--- src/rtl/exec_unit_if.sv ---
// exec_unit_if: decoder-side issue handshake and write-back result bus of the execute stage
interface exec_unit_if #(
  parameter int DATA_W = 8,
  parameter int OP_W = 5
);
  logic              in_valid;
  logic              in_ready;
  logic [1:0]        process_type;
  logic [OP_W-1:0]   alu_op;
  logic [DATA_W-1:0] acc;
  logic [DATA_W-1:0] b;
  logic [DATA_W-1:0] mov_data;
  logic [7:0]        psw;
  logic              out_valid;
  logic              out_ready;
  logic [DATA_W-1:0] ans;
  logic [DATA_W-1:0] b_out;
  logic [7:0]        psw_out;
  logic              busy;
  modport master (
    output in_valid, process_type, alu_op, acc, b, mov_data, psw, out_ready,
    input  in_ready, out_valid, ans, b_out, psw_out, busy
  );
  modport slave (
    input  in_valid, process_type, alu_op, acc, b, mov_data, psw, out_ready,
    output in_ready, out_valid, ans, b_out, psw_out, busy
  );
endinterface

--- src/rtl/exec_unit.sv ---
// exec_unit: execute stage FSM with single-cycle ALU/MOV/pass-through and optional iterative MUL/DIV (EXEC_MULDIV_EN)
module exec_unit #(
  parameter int DATA_W = 8,
  parameter int OP_W = 5
) (
  input logic        clk,
  input logic        rst_n,
  exec_unit_if.slave bus
);
  localparam int W = DATA_W;
  localparam int H = DATA_W / 2;
  localparam logic [1:0] PT_ALU = 2'b01;
  localparam logic [1:0] PT_MOV = 2'b10;
  localparam logic [OP_W-1:0] OP_ADD  = OP_W'(0);
  localparam logic [OP_W-1:0] OP_ADDC = OP_W'(1);
  localparam logic [OP_W-1:0] OP_SUBB = OP_W'(2);
  localparam logic [OP_W-1:0] OP_INC  = OP_W'(3);
  localparam logic [OP_W-1:0] OP_DEC  = OP_W'(4);
  localparam logic [OP_W-1:0] OP_ANL  = OP_W'(5);
  localparam logic [OP_W-1:0] OP_ORL  = OP_W'(6);
  localparam logic [OP_W-1:0] OP_XRL  = OP_W'(7);
  localparam logic [OP_W-1:0] OP_CPL  = OP_W'(8);
  localparam logic [OP_W-1:0] OP_CLR  = OP_W'(9);
  localparam logic [OP_W-1:0] OP_RL   = OP_W'(10);
  localparam logic [OP_W-1:0] OP_RR   = OP_W'(11);
  localparam logic [OP_W-1:0] OP_RLC  = OP_W'(12);
  localparam logic [OP_W-1:0] OP_RRC  = OP_W'(13);
  localparam logic [OP_W-1:0] OP_SWAP = OP_W'(14);
`ifdef EXEC_MULDIV_EN
  localparam logic [OP_W-1:0] OP_MUL  = OP_W'(15);
  localparam logic [OP_W-1:0] OP_DIV  = OP_W'(16);
  localparam int CW = $clog2(DATA_W);
  typedef enum logic [1:0] {IDLE = 2'd0, CALC = 2'd1, DONE = 2'd2, MULDIV = 2'd3} state_t;
`else
  typedef enum logic [1:0] {IDLE = 2'd0, CALC = 2'd1, DONE = 2'd2} state_t;
`endif

  state_t          state_q, state_d;
  logic [1:0]      pt_q, pt_d;
  logic [OP_W-1:0] op_q, op_d;
  logic [W-1:0]    acc_q, acc_d;
  logic [W-1:0]    b_q, b_d;
  logic [W-1:0]    mov_q, mov_d;
  logic [7:1]      psw_q, psw_d;
  logic [W-1:0]    ans_q, ans_d;
  logic [W-1:0]    bo_q, bo_d;
  logic [7:0]      pso_q, pso_d;

  logic         cin;
  logic [W:0]   add_s, sub_s;
  logic [4:0]   add_n, sub_n;
  logic [W-1:0] res_ans;
  logic         res_cy, res_ac, res_ov;

`ifdef EXEC_MULDIV_EN
  logic [W-1:0]  hi_q, hi_d;
  logic [W-1:0]  lo_q, lo_d;
  logic [CW-1:0] cnt_q, cnt_d;
  logic          mdiv_q, mdiv_d;
  logic          go_md;
  logic [W:0]    mul_sum, dv_trial, dv_diff;
  logic [W-1:0]  step_hi, step_lo;
`endif

  // single-cycle result and flags from the latched instruction
  always_comb begin
    cin = (op_q == OP_ADD) ? 1'b0 : psw_q[7];
    add_s = {1'b0, acc_q} + {1'b0, b_q} + (W+1)'(cin);
    sub_s = {1'b0, acc_q} - {1'b0, b_q} - (W+1)'(cin);
    add_n = {1'b0, acc_q[3:0]} + {1'b0, b_q[3:0]} + 5'(cin);
    sub_n = {1'b0, acc_q[3:0]} - {1'b0, b_q[3:0]} - 5'(cin);
    res_ans = (pt_q == PT_MOV) ? mov_q : acc_q;
    res_cy = psw_q[7];
    res_ac = psw_q[6];
    res_ov = psw_q[2];
`ifdef EXEC_MULDIV_EN
    go_md = 1'b0;
`endif
    if (pt_q == PT_ALU) begin
      case (op_q)
        OP_ADD, OP_ADDC: begin
          res_ans = add_s[W-1:0];
          res_cy = add_s[W];
          res_ac = add_n[4];
          res_ov = (acc_q[W-1] == b_q[W-1]) && (add_s[W-1] != acc_q[W-1]);
        end
        OP_SUBB: begin
          res_ans = sub_s[W-1:0];
          res_cy = sub_s[W];
          res_ac = sub_n[4];
          res_ov = (acc_q[W-1] != b_q[W-1]) && (sub_s[W-1] != acc_q[W-1]);
        end
        OP_INC:  res_ans = acc_q + W'(1);
        OP_DEC:  res_ans = acc_q - W'(1);
        OP_ANL:  res_ans = acc_q & b_q;
        OP_ORL:  res_ans = acc_q | b_q;
        OP_XRL:  res_ans = acc_q ^ b_q;
        OP_CPL:  res_ans = ~acc_q;
        OP_CLR:  res_ans = '0;
        OP_RL:   res_ans = {acc_q[W-2:0], acc_q[W-1]};
        OP_RR:   res_ans = {acc_q[0], acc_q[W-1:1]};
        OP_RLC: begin
          res_ans = {acc_q[W-2:0], psw_q[7]};
          res_cy = acc_q[W-1];
        end
        OP_RRC: begin
          res_ans = {psw_q[7], acc_q[W-1:1]};
          res_cy = acc_q[0];
        end
        OP_SWAP: res_ans = (acc_q << H) | (acc_q >> (W - H));
`ifdef EXEC_MULDIV_EN
        OP_MUL:  go_md = 1'b1;
        OP_DIV: begin
          go_md = (b_q != '0);
          res_cy = (b_q != '0) ? psw_q[7] : 1'b0;
          res_ov = (b_q != '0) ? psw_q[2] : 1'b1;
        end
`endif
        default: ;
      endcase
    end
  end

`ifdef EXEC_MULDIV_EN
  // one shift-add multiply or restoring-divide step on the {hi,lo} pair
  always_comb begin
    mul_sum = {1'b0, hi_q} + (lo_q[0] ? {1'b0, b_q} : '0);
    dv_trial = {hi_q, lo_q[W-1]};
    dv_diff = dv_trial - {1'b0, b_q};
    step_hi = mdiv_q ? (dv_diff[W] ? dv_trial[W-1:0] : dv_diff[W-1:0]) : mul_sum[W:1];
    step_lo = mdiv_q ? {lo_q[W-2:0], ~dv_diff[W]} : {mul_sum[0], lo_q[W-1:1]};
  end
`endif

  // next state, operand capture and result registration
  always_comb begin
    state_d = state_q;
    pt_d = pt_q;
    op_d = op_q;
    acc_d = acc_q;
    b_d = b_q;
    mov_d = mov_q;
    psw_d = psw_q;
    ans_d = ans_q;
    bo_d = bo_q;
    pso_d = pso_q;
`ifdef EXEC_MULDIV_EN
    hi_d = hi_q;
    lo_d = lo_q;
    cnt_d = cnt_q;
    mdiv_d = mdiv_q;
`endif
    case (state_q)
      IDLE: if (bus.in_valid) begin
        pt_d = bus.process_type;
        op_d = bus.alu_op;
        acc_d = bus.acc;
        b_d = bus.b;
        mov_d = bus.mov_data;
        psw_d = bus.psw[7:1];
        state_d = CALC;
      end
      CALC: begin
`ifdef EXEC_MULDIV_EN
        if (go_md) begin
          hi_d = '0;
          lo_d = acc_q;
          cnt_d = '0;
          mdiv_d = (op_q == OP_DIV);
          state_d = MULDIV;
        end else
`endif
        begin
          ans_d = res_ans;
          bo_d = b_q;
          pso_d = {res_cy, res_ac, psw_q[5:3], res_ov, psw_q[1], ^res_ans};
          state_d = DONE;
        end
      end
`ifdef EXEC_MULDIV_EN
      MULDIV: begin
        hi_d = step_hi;
        lo_d = step_lo;
        cnt_d = cnt_q + CW'(1);
        if (cnt_q == CW'(W - 1)) begin
          cnt_d = '0;
          ans_d = step_lo;
          bo_d = step_hi;
          pso_d = {1'b0, psw_q[6], psw_q[5:3], ~mdiv_q & (|step_hi), psw_q[1], ^step_lo};
          state_d = DONE;
        end
      end
`endif
      DONE: state_d = bus.out_ready ? IDLE : DONE;
      default: state_d = IDLE;
    endcase
  end

  // state and datapath registers, cleared asynchronously
  always_ff @(posedge clk or negedge rst_n) begin
    if (!rst_n) begin
      state_q <= IDLE;
      pt_q <= '0;
      op_q <= '0;
      acc_q <= '0;
      b_q <= '0;
      mov_q <= '0;
      psw_q <= '0;
      ans_q <= '0;
      bo_q <= '0;
      pso_q <= '0;
`ifdef EXEC_MULDIV_EN
      hi_q <= '0;
      lo_q <= '0;
      cnt_q <= '0;
      mdiv_q <= 1'b0;
`endif
    end else begin
      state_q <= state_d;
      pt_q <= pt_d;
      op_q <= op_d;
      acc_q <= acc_d;
      b_q <= b_d;
      mov_q <= mov_d;
      psw_q <= psw_d;
      ans_q <= ans_d;
      bo_q <= bo_d;
      pso_q <= pso_d;
`ifdef EXEC_MULDIV_EN
      hi_q <= hi_d;
      lo_q <= lo_d;
      cnt_q <= cnt_d;
      mdiv_q <= mdiv_d;
`endif
    end
  end

  assign bus.in_ready = (state_q == IDLE);
  assign bus.out_valid = (state_q == DONE);
  assign bus.busy = (state_q != IDLE);
  assign bus.ans = ans_q;
  assign bus.b_out = bo_q;
  assign bus.psw_out = pso_q;
endmodule
--- src/flat_wrapper.sv ---
// flat-port wrapper written by rule: the top's interface ports become plain ports
module exec_unit_flat 
#(
  parameter int DATA_W = 8,
  parameter int OP_W = 5
)
  (clk, rst_n, bus_in_valid, bus_process_type, bus_alu_op, bus_acc, bus_b, bus_mov_data, bus_psw, bus_out_ready, bus_in_ready, bus_out_valid, bus_ans, bus_b_out, bus_psw_out, bus_busy);
  exec_unit_if #(.DATA_W(DATA_W), .OP_W(OP_W)) bus_i ();
  input logic clk;
  input logic rst_n;
  input wire logic [$bits(bus_i.in_valid)-1:0] bus_in_valid;
  input wire logic [$bits(bus_i.process_type)-1:0] bus_process_type;
  input wire logic [$bits(bus_i.alu_op)-1:0] bus_alu_op;
  input wire logic [$bits(bus_i.acc)-1:0] bus_acc;
  input wire logic [$bits(bus_i.b)-1:0] bus_b;
  input wire logic [$bits(bus_i.mov_data)-1:0] bus_mov_data;
  input wire logic [$bits(bus_i.psw)-1:0] bus_psw;
  input wire logic [$bits(bus_i.out_ready)-1:0] bus_out_ready;
  output wire logic [$bits(bus_i.in_ready)-1:0] bus_in_ready;
  output wire logic [$bits(bus_i.out_valid)-1:0] bus_out_valid;
  output wire logic [$bits(bus_i.ans)-1:0] bus_ans;
  output wire logic [$bits(bus_i.b_out)-1:0] bus_b_out;
  output wire logic [$bits(bus_i.psw_out)-1:0] bus_psw_out;
  output wire logic [$bits(bus_i.busy)-1:0] bus_busy;
  assign bus_i.in_valid = bus_in_valid;
  assign bus_i.process_type = bus_process_type;
  assign bus_i.alu_op = bus_alu_op;
  assign bus_i.acc = bus_acc;
  assign bus_i.b = bus_b;
  assign bus_i.mov_data = bus_mov_data;
  assign bus_i.psw = bus_psw;
  assign bus_i.out_ready = bus_out_ready;
  assign bus_in_ready = bus_i.in_ready;
  assign bus_out_valid = bus_i.out_valid;
  assign bus_ans = bus_i.ans;
  assign bus_b_out = bus_i.b_out;
  assign bus_psw_out = bus_i.psw_out;
  assign bus_busy = bus_i.busy;
  exec_unit #(.DATA_W(DATA_W), .OP_W(OP_W)) u_core (.clk(clk), .rst_n(rst_n), .bus(bus_i));
endmodule
--- config.mk ---
export PLATFORM = sky130hd
export DESIGN_NAME = exec_unit_flat
export DESIGN_NICKNAME = d
export VERILOG_FILES = /design/src/rtl/exec_unit_if.sv /design/src/rtl/exec_unit.sv /design/src/flat_wrapper.sv
export SDC_FILE = /design/constraint.sdc
export NUM_CORES = 1
export LEC_CHECK = 0
export CORE_AREA = 2 2 105 107
export DETAILED_ROUTE_END_ITERATION = 16
export DIE_AREA = 0 0 107 109
export GPL_TIMING_DRIVEN = 0
export PLACE_DENSITY = 0.78
export REMOVE_ABC_BUFFERS = 1
export SYNTH_ARGS = -nofsm -noshare
export SYNTH_HDL_FRONTEND = slang
export SYNTH_SLANG_ARGS = --single-unit
--- constraint.sdc ---
create_clock -name clk -period 12.2 [get_ports clk]
set_input_delay 1.22 -clock clk [delete_from_list [all_inputs] [get_ports clk]]
set_output_delay 1.22 -clock clk [all_outputs]
set_load 0.005 [all_outputs]
---- Word-level counts from Yosys, hierarchy flattened ----
Cells that the tools add are included.
W data, S select, Z words.
storage, ports and cells
  register bits after elaboration ......... 64
  latch bits .............................. 0
  RAM bits ................................ 0
  ROM bits ................................ 0
  input port bits ......................... 43
  output and inout port bits .............. 27
  word-level logic and storage cells ...... 69
  memories ................................ 0
operators by class
  $add $sub $neg .......................... 10
  $mul .................................... 0
  divide/modulo/power cells ............... 0
  magnitude comparators ................... 0
  equal/unequal tests ..................... 23
  shifts and indexed selects .............. 0
  muxes and demuxes ....................... 13
  bitwise gates (word level) .............. 5
  reduce and logical (&&, ||, !) cells .... 8
operators with widths
  kind                   number
  $pmux W8 S14           1
  $eq A5 B4 Y1 const B   7
  $eq A5 B3 Y1 const B   4
  $mux W8                2
  $eq A5 B2 Y1 const B   2
  $add A8 B8 Y9          1
  $add A9 B1 Y9          1
  $sub A8 B8 Y9          1
  $sub A9 B1 Y9          1
  $add A8 B1 Y8 const B  1
  $and A8 B8 Y8          1
  $not A8 Y8             1
  $or A8 B4 Y8           1
  $or A8 B8 Y8           1
  $reduce_xor A8 Y1      1
  $sub A8 B1 Y8 const B  1
  $xor A8 B8 Y8          1
  $pmux W2 S3            1
  $add A4 B4 Y5          1
  $add A5 B1 Y5          1
  $eq A5 B1 Y1 const B   1
  $logic_not A5 Y1       1
  $sub A4 B4 Y5          1
  $sub A5 B1 Y5          1
  14 further kinds       24

---- Longest topological paths before layout ----
  depth in word-level cells ............... 7
  depth in mapped cells ................... 16
  depth with buffers taken out ............ 15

---- Worst setup path after synthesis ----
Ideal clock, no wire load.
  kind .................................... reg2reg
  from .................................... register u_core.op_q[3]
  to ...................................... register u_core.pso_q[0] (netlist: u_core.bus.psw_out[0])
  library setup time ...................... 133 ps
  data arrival time ....................... 4,035 ps
  data required time ...................... 12,067 ps
  slack ................................... 8,033 ps
  stages on the path, launching flop included .. 16
  buffers on the path ..................... 1
  clock period less this slack ............ 4,167 ps
  cells stage by stage .................... dfrtp_1 > buf_6 > or4_4 > o21ai_0 > inv_1 > fa_1 > ha_1 > xor2_1 > and3_1 > a2111oi_1 > a32oi_1 > xnor3_1 > xnor3_1 > xnor3_1 > xnor2_1 > o21ai_1
on the way
  cells in the longest elaborated chain, start to end .. 6
  elaborated cells between the ends (all ways) .. 22
  classes of those cells .................. add/sub (2); eq/ne (14); mux (3); reduce/logical (3)
ends and longest elaborated chain
  element                                                line                              text
  start: declaration                                     exec_unit.sv:40                   logic [OP_W-1:0] op_q, op_d;
  start signal: assignment                               exec_unit.sv:221                  op_q <= op_d;
  $logic_not A5 Y1                                       exec_unit.sv:67, exec_unit.sv:80
  $mux W1                                                exec_unit.sv:67                   cin = (op_q == OP_ADD) ? 1'b0 : psw_q[7];
  $sub A9 B1 Y9 / $add A9 B1 Y9 (equally long branches)  exec_unit.sv:69, exec_unit.sv:68
  $pmux W8 S14 *                                         exec_unit.sv:80                   case (op_q)
  $mux W8 *                                              exec_unit.sv:79                   if (pt_q == PT_ALU) begin
  $reduce_xor A8 Y1 *                                    exec_unit.sv:176                  pso_d = {res_cy, res_ac, psw_q[5:3], res_ov, psw_q[1], ^res_ans};
  end signal: assignment                                 exec_unit.sv:228                  pso_q <= pso_d;
  end: declaration                                       exec_unit.sv:47                   logic [7:0] pso_q, pso_d;
Every way passes the cells marked *; elsewhere a longest branch is shown, timed or not.
A chain may end at the register's enable or synchronous reset.

---- Worst setup path after layout ----
  from .................................... register u_core.op_q[1]
  to ...................................... register u_core.pso_q[0] (netlist: u_core.bus.psw_out[0])
Same word-level chain as after synthesis.

==> flow_summary.yaml <==
global_routing:
  grt.overflow.total: 0
  via_count_of_the_first_global_routing_pass: 3935
  grt_first_pass_wirelength_mm: 20.5
  antenna_found_initial: 0
  grt_max_degree: 65
  grt.total_usage_pct: 22.9
timing:
  final.period_utilization_pct: 42.8
  hold_viol_final: 0
  worst-slew-pin-transition_ns: 1.39
  maxSlewHeadroom_pct: 7.03
  rsz0062_at_grt: "false"
  maxSlewViolCount: 0
  final.setup.tns_ns: 0
  timing.clock.skew_ns: 0.0110
  finalSetupViolCount: 0
  hold_slack_ns: 0.477
  finalWorstPathRequiredPeriod_ns: 5.22
  fmaxAchievable_ghz: 0.192
clock_network:
  cts_num_sinks: 64
  post_cts_hold_buffer_count: 0
  max_h_tree_level: 3
  cts_resized: 0
  clk-insertion-delay-late_ns: 0.36
  cts_tree: "done"
  setup_fix_bufs_post_cts: 0
  ctsLongestPathBuffers: 2
  number_of_buffers_inserted_during_clock_tree_synthesis: 9
  cts.clk_slew.worst_paths_ns: 0.08
  clock_tree.root_cell: "clkbuf_8"
power_and_ir_drop:
  vdd_drop_max_v: 0.000225
  power.leakage_nw: 2.39
  power.density_nw_per_um2: 331
routing:
  drt-vias-per-instance: 5.75
  detailedRoute.firstPassIterationCount: 5
  detailedRoute.firstIterationViolations: 245
  dr_total_vias: 3913
  post_drt_wl_per_cell_um: 18.4
  postRouteAntennaNets: 0
  routed_wirelength_mm: 12.5
  drt_drc_violations_left: 0
setup_path:
  endpoint_kind: "register"
  setup.worst_path.start_class: "register"
  worst-endpoint-arrival_ns: 5.44
  timing.reg2reg.setup_slack_ns: 6.98
  r2r_end: "u_core.bus.psw_out[0]"
  worst-setup-path-type: "register to register"
  critical_path.most_common_cell: "xnor3_1"
  cp_top_family: "XOR/XNOR gates"
  cell_chain_of_the_critical_path: "or4_4, o21ai_0, inv_1, fa_1, ha_1, xor2_1, and3_1, a2111oi_1, a32oi_1, xnor3_1, xnor3_1, xnor3_1, xnor2_1, o21ai_1"
  path_max_fanout: 21
  worst_path_buf_inv: 1
  crit_path_top_delay_cell: "dfrtp_1"
  worstPathRequired_ns: 12.42
  worst-r2r-cell-count: 14
  rr_startpoint: "u_core.op_q[1]"
  timing.critical_path.slowest_cell_delay_ns: 0.74
synth:
  synth_top_area_share_pct: 34.3
  synth.area.top_cells: "dfrtp_1, ha_1, mux2_2, o21ai_0, nand2_1"
  synth_cell_type_count: 69
  synthMostInstantiatedCell: "dfrtp_1"
  synth_common_cells: "dfrtp_1, o21ai_0, nand2_1"
  synth-warning-count: 0
  synth.yosys.seq_area_share_pct: 34.3
  syn-mean-instance-area_um2: 9.70
  post-synth-top-area-cell: "dfrtp_1"
  synth-edff-count: 0
  ys_seq_elements: 64
  post_synth_inst_count: 481
  yosys_most_used_dff: "dfrtp_1"
  synthesis.area_um2: 4660
  synthArstFlopShare_pct: 100
worst_hold_path:
  hp-start: "u_core.bus.b_out[0]"
  timing.hold.worst_path_depth: 2
  worst_hold_path.endpoint: "u_core.bus.b_out[0]"
  worst_min_delay_path_category: "register to register"
placement:
  placement.io_buffers: 68
  placed_area_um2: 5400
  placed_cells: 664
  total_half_perimeter_wirelength_after_legalization_and_detailed_placement_mm: 9.13
  routabilityCongestion: 0.930
floorplanning:
  floorplan.initialDensity_pct: 44.0
  die_height_um: 109
  placeable_area_um2: 10600
  die_area_um2: 11700
  rows: 38
  die_width_um: 107
  io_pins: 70
run:
  max_cap_violations: 0
layout:
  final_net_count: 620
  num_antenna_cells: 0
  layout.cells.non_filler: 681
  layout-area-overhead-vs-synth_pct: 21.3
  final.fill_count: 958
  fraction_of_layout_cells_with_a_size_suffix_above_1_pct: 12.2
  post-route-cell-area_um2: 5660
status:
  run_status: "finished clean"
-- where the power goes --
group	switching (W)	internal [W]
Clock	0.0000886	0.000142
Combinational	0.000610	0.000576
Sequential	0.000140	0.000315
-- layout by cell type (no fill, tap or decap), drive strengths merged, types with 14 or more instances in the layout --
| cell | netlist | final |
|---|---|---|
| o21ai | 47 | 47 |
| nor3 | 21 | 21 |
| inv | 29 | 30 |
| nor2 | 21 | 21 |
| a21oi | 20 | 20 |
| nand2 | 42 | 42 |
| ha | 36 | 36 |
| dfrtp | 64 | 64 |
| mux2 | 32 | 32 |
| clkdlybuf4s50 | 0 | 67 |
| xnor2 | 14 | 14 |
-- stage by stage --
stage                     total power [W]  utilization (%)  setup WS, ns
after global placement            0.00160             50.7          7.12
after floorplan                   0.00125                -          7.77
final                             0.00187             53.4          6.98
after CTS                         0.00187             53.3          7.05
after global routing              0.00202             53.4          6.79
after detailed placement          0.00162             50.9          7.10
-- cell type report --
type / count / area, um^2 / share of cell area, %
clock buffer: 10 / 138 / 2.43
inverter: 29 / 109 / 1.92
clock inverter: 6 / 115 / 2.03
timing repair buffer: 70 / 706 / 12.5
tap: 140 / 175 / 3.10
sequential: 64 / 1600 / 28.3
multi-input combinational: 362 / 2810 / 49.7
-- layer usage --
layer | track usage, % | vias up | routed length, um
li1 | - | 1848 | -
met1 | 30.6 | 1877 | 5650
met5 | 0 | - | 0
met3 | 5.38 | 27 | 769
met2 | 37.3 | 161 | 5900
met4 | 6.96 | 0 | 221
-- kinds of logic after synthesis --
logic type	after synthesis	synth area share, %
AOI/OAI and AO/OA	132	18.9
DFF	64	34.3
and+or+nand+nor	125	14.5
buffers and inverters	55	5.42
xor gates and xnor gates	22	5.18
adders and majority gates	41	11.8
muxes	42	9.87
-- flip-flops by register name (all words and copies together) (netlist names) --
name,flops
u_core.mov_q,8
u_core.acc_q,8
u_core.pt_q,2
u_core.bus.b_out,8
u_core.op_q,5
u_core.state_q,2
u_core.bus.psw_out,8
u_core.b_q,8
u_core.bus.ans,8
u_core.psw_q,7
-- worst min-delay path, stage by stage, from the launching register on --
cell     delay (ns)
dfrtp_1        0.34
nand2_1        0.04
o21ai_0        0.06
-- worst max path at each step --
stage | startpoint | endpoint | slack, ns | cells after the start
final | u_core.op_q[1] | u_core.bus.psw_out[0] | 6.98 | 14
after CTS | u_core.op_q[1] | u_core.bus.psw_out[0] | 7.05 | 14
after floorplan | u_core.op_q[1] | u_core.bus.psw_out[0] | 7.77 | 14
after detailed placement | u_core.op_q[1] | u_core.bus.psw_out[0] | 7.10 | 14
after global placement | u_core.op_q[1] | u_core.bus.psw_out[0] | 7.12 | 14
after global routing | u_core.op_q[1] | u_core.bus.psw_out[0] | 6.79 | 14
Note: power is estimated with default switching activity, not from simulation.
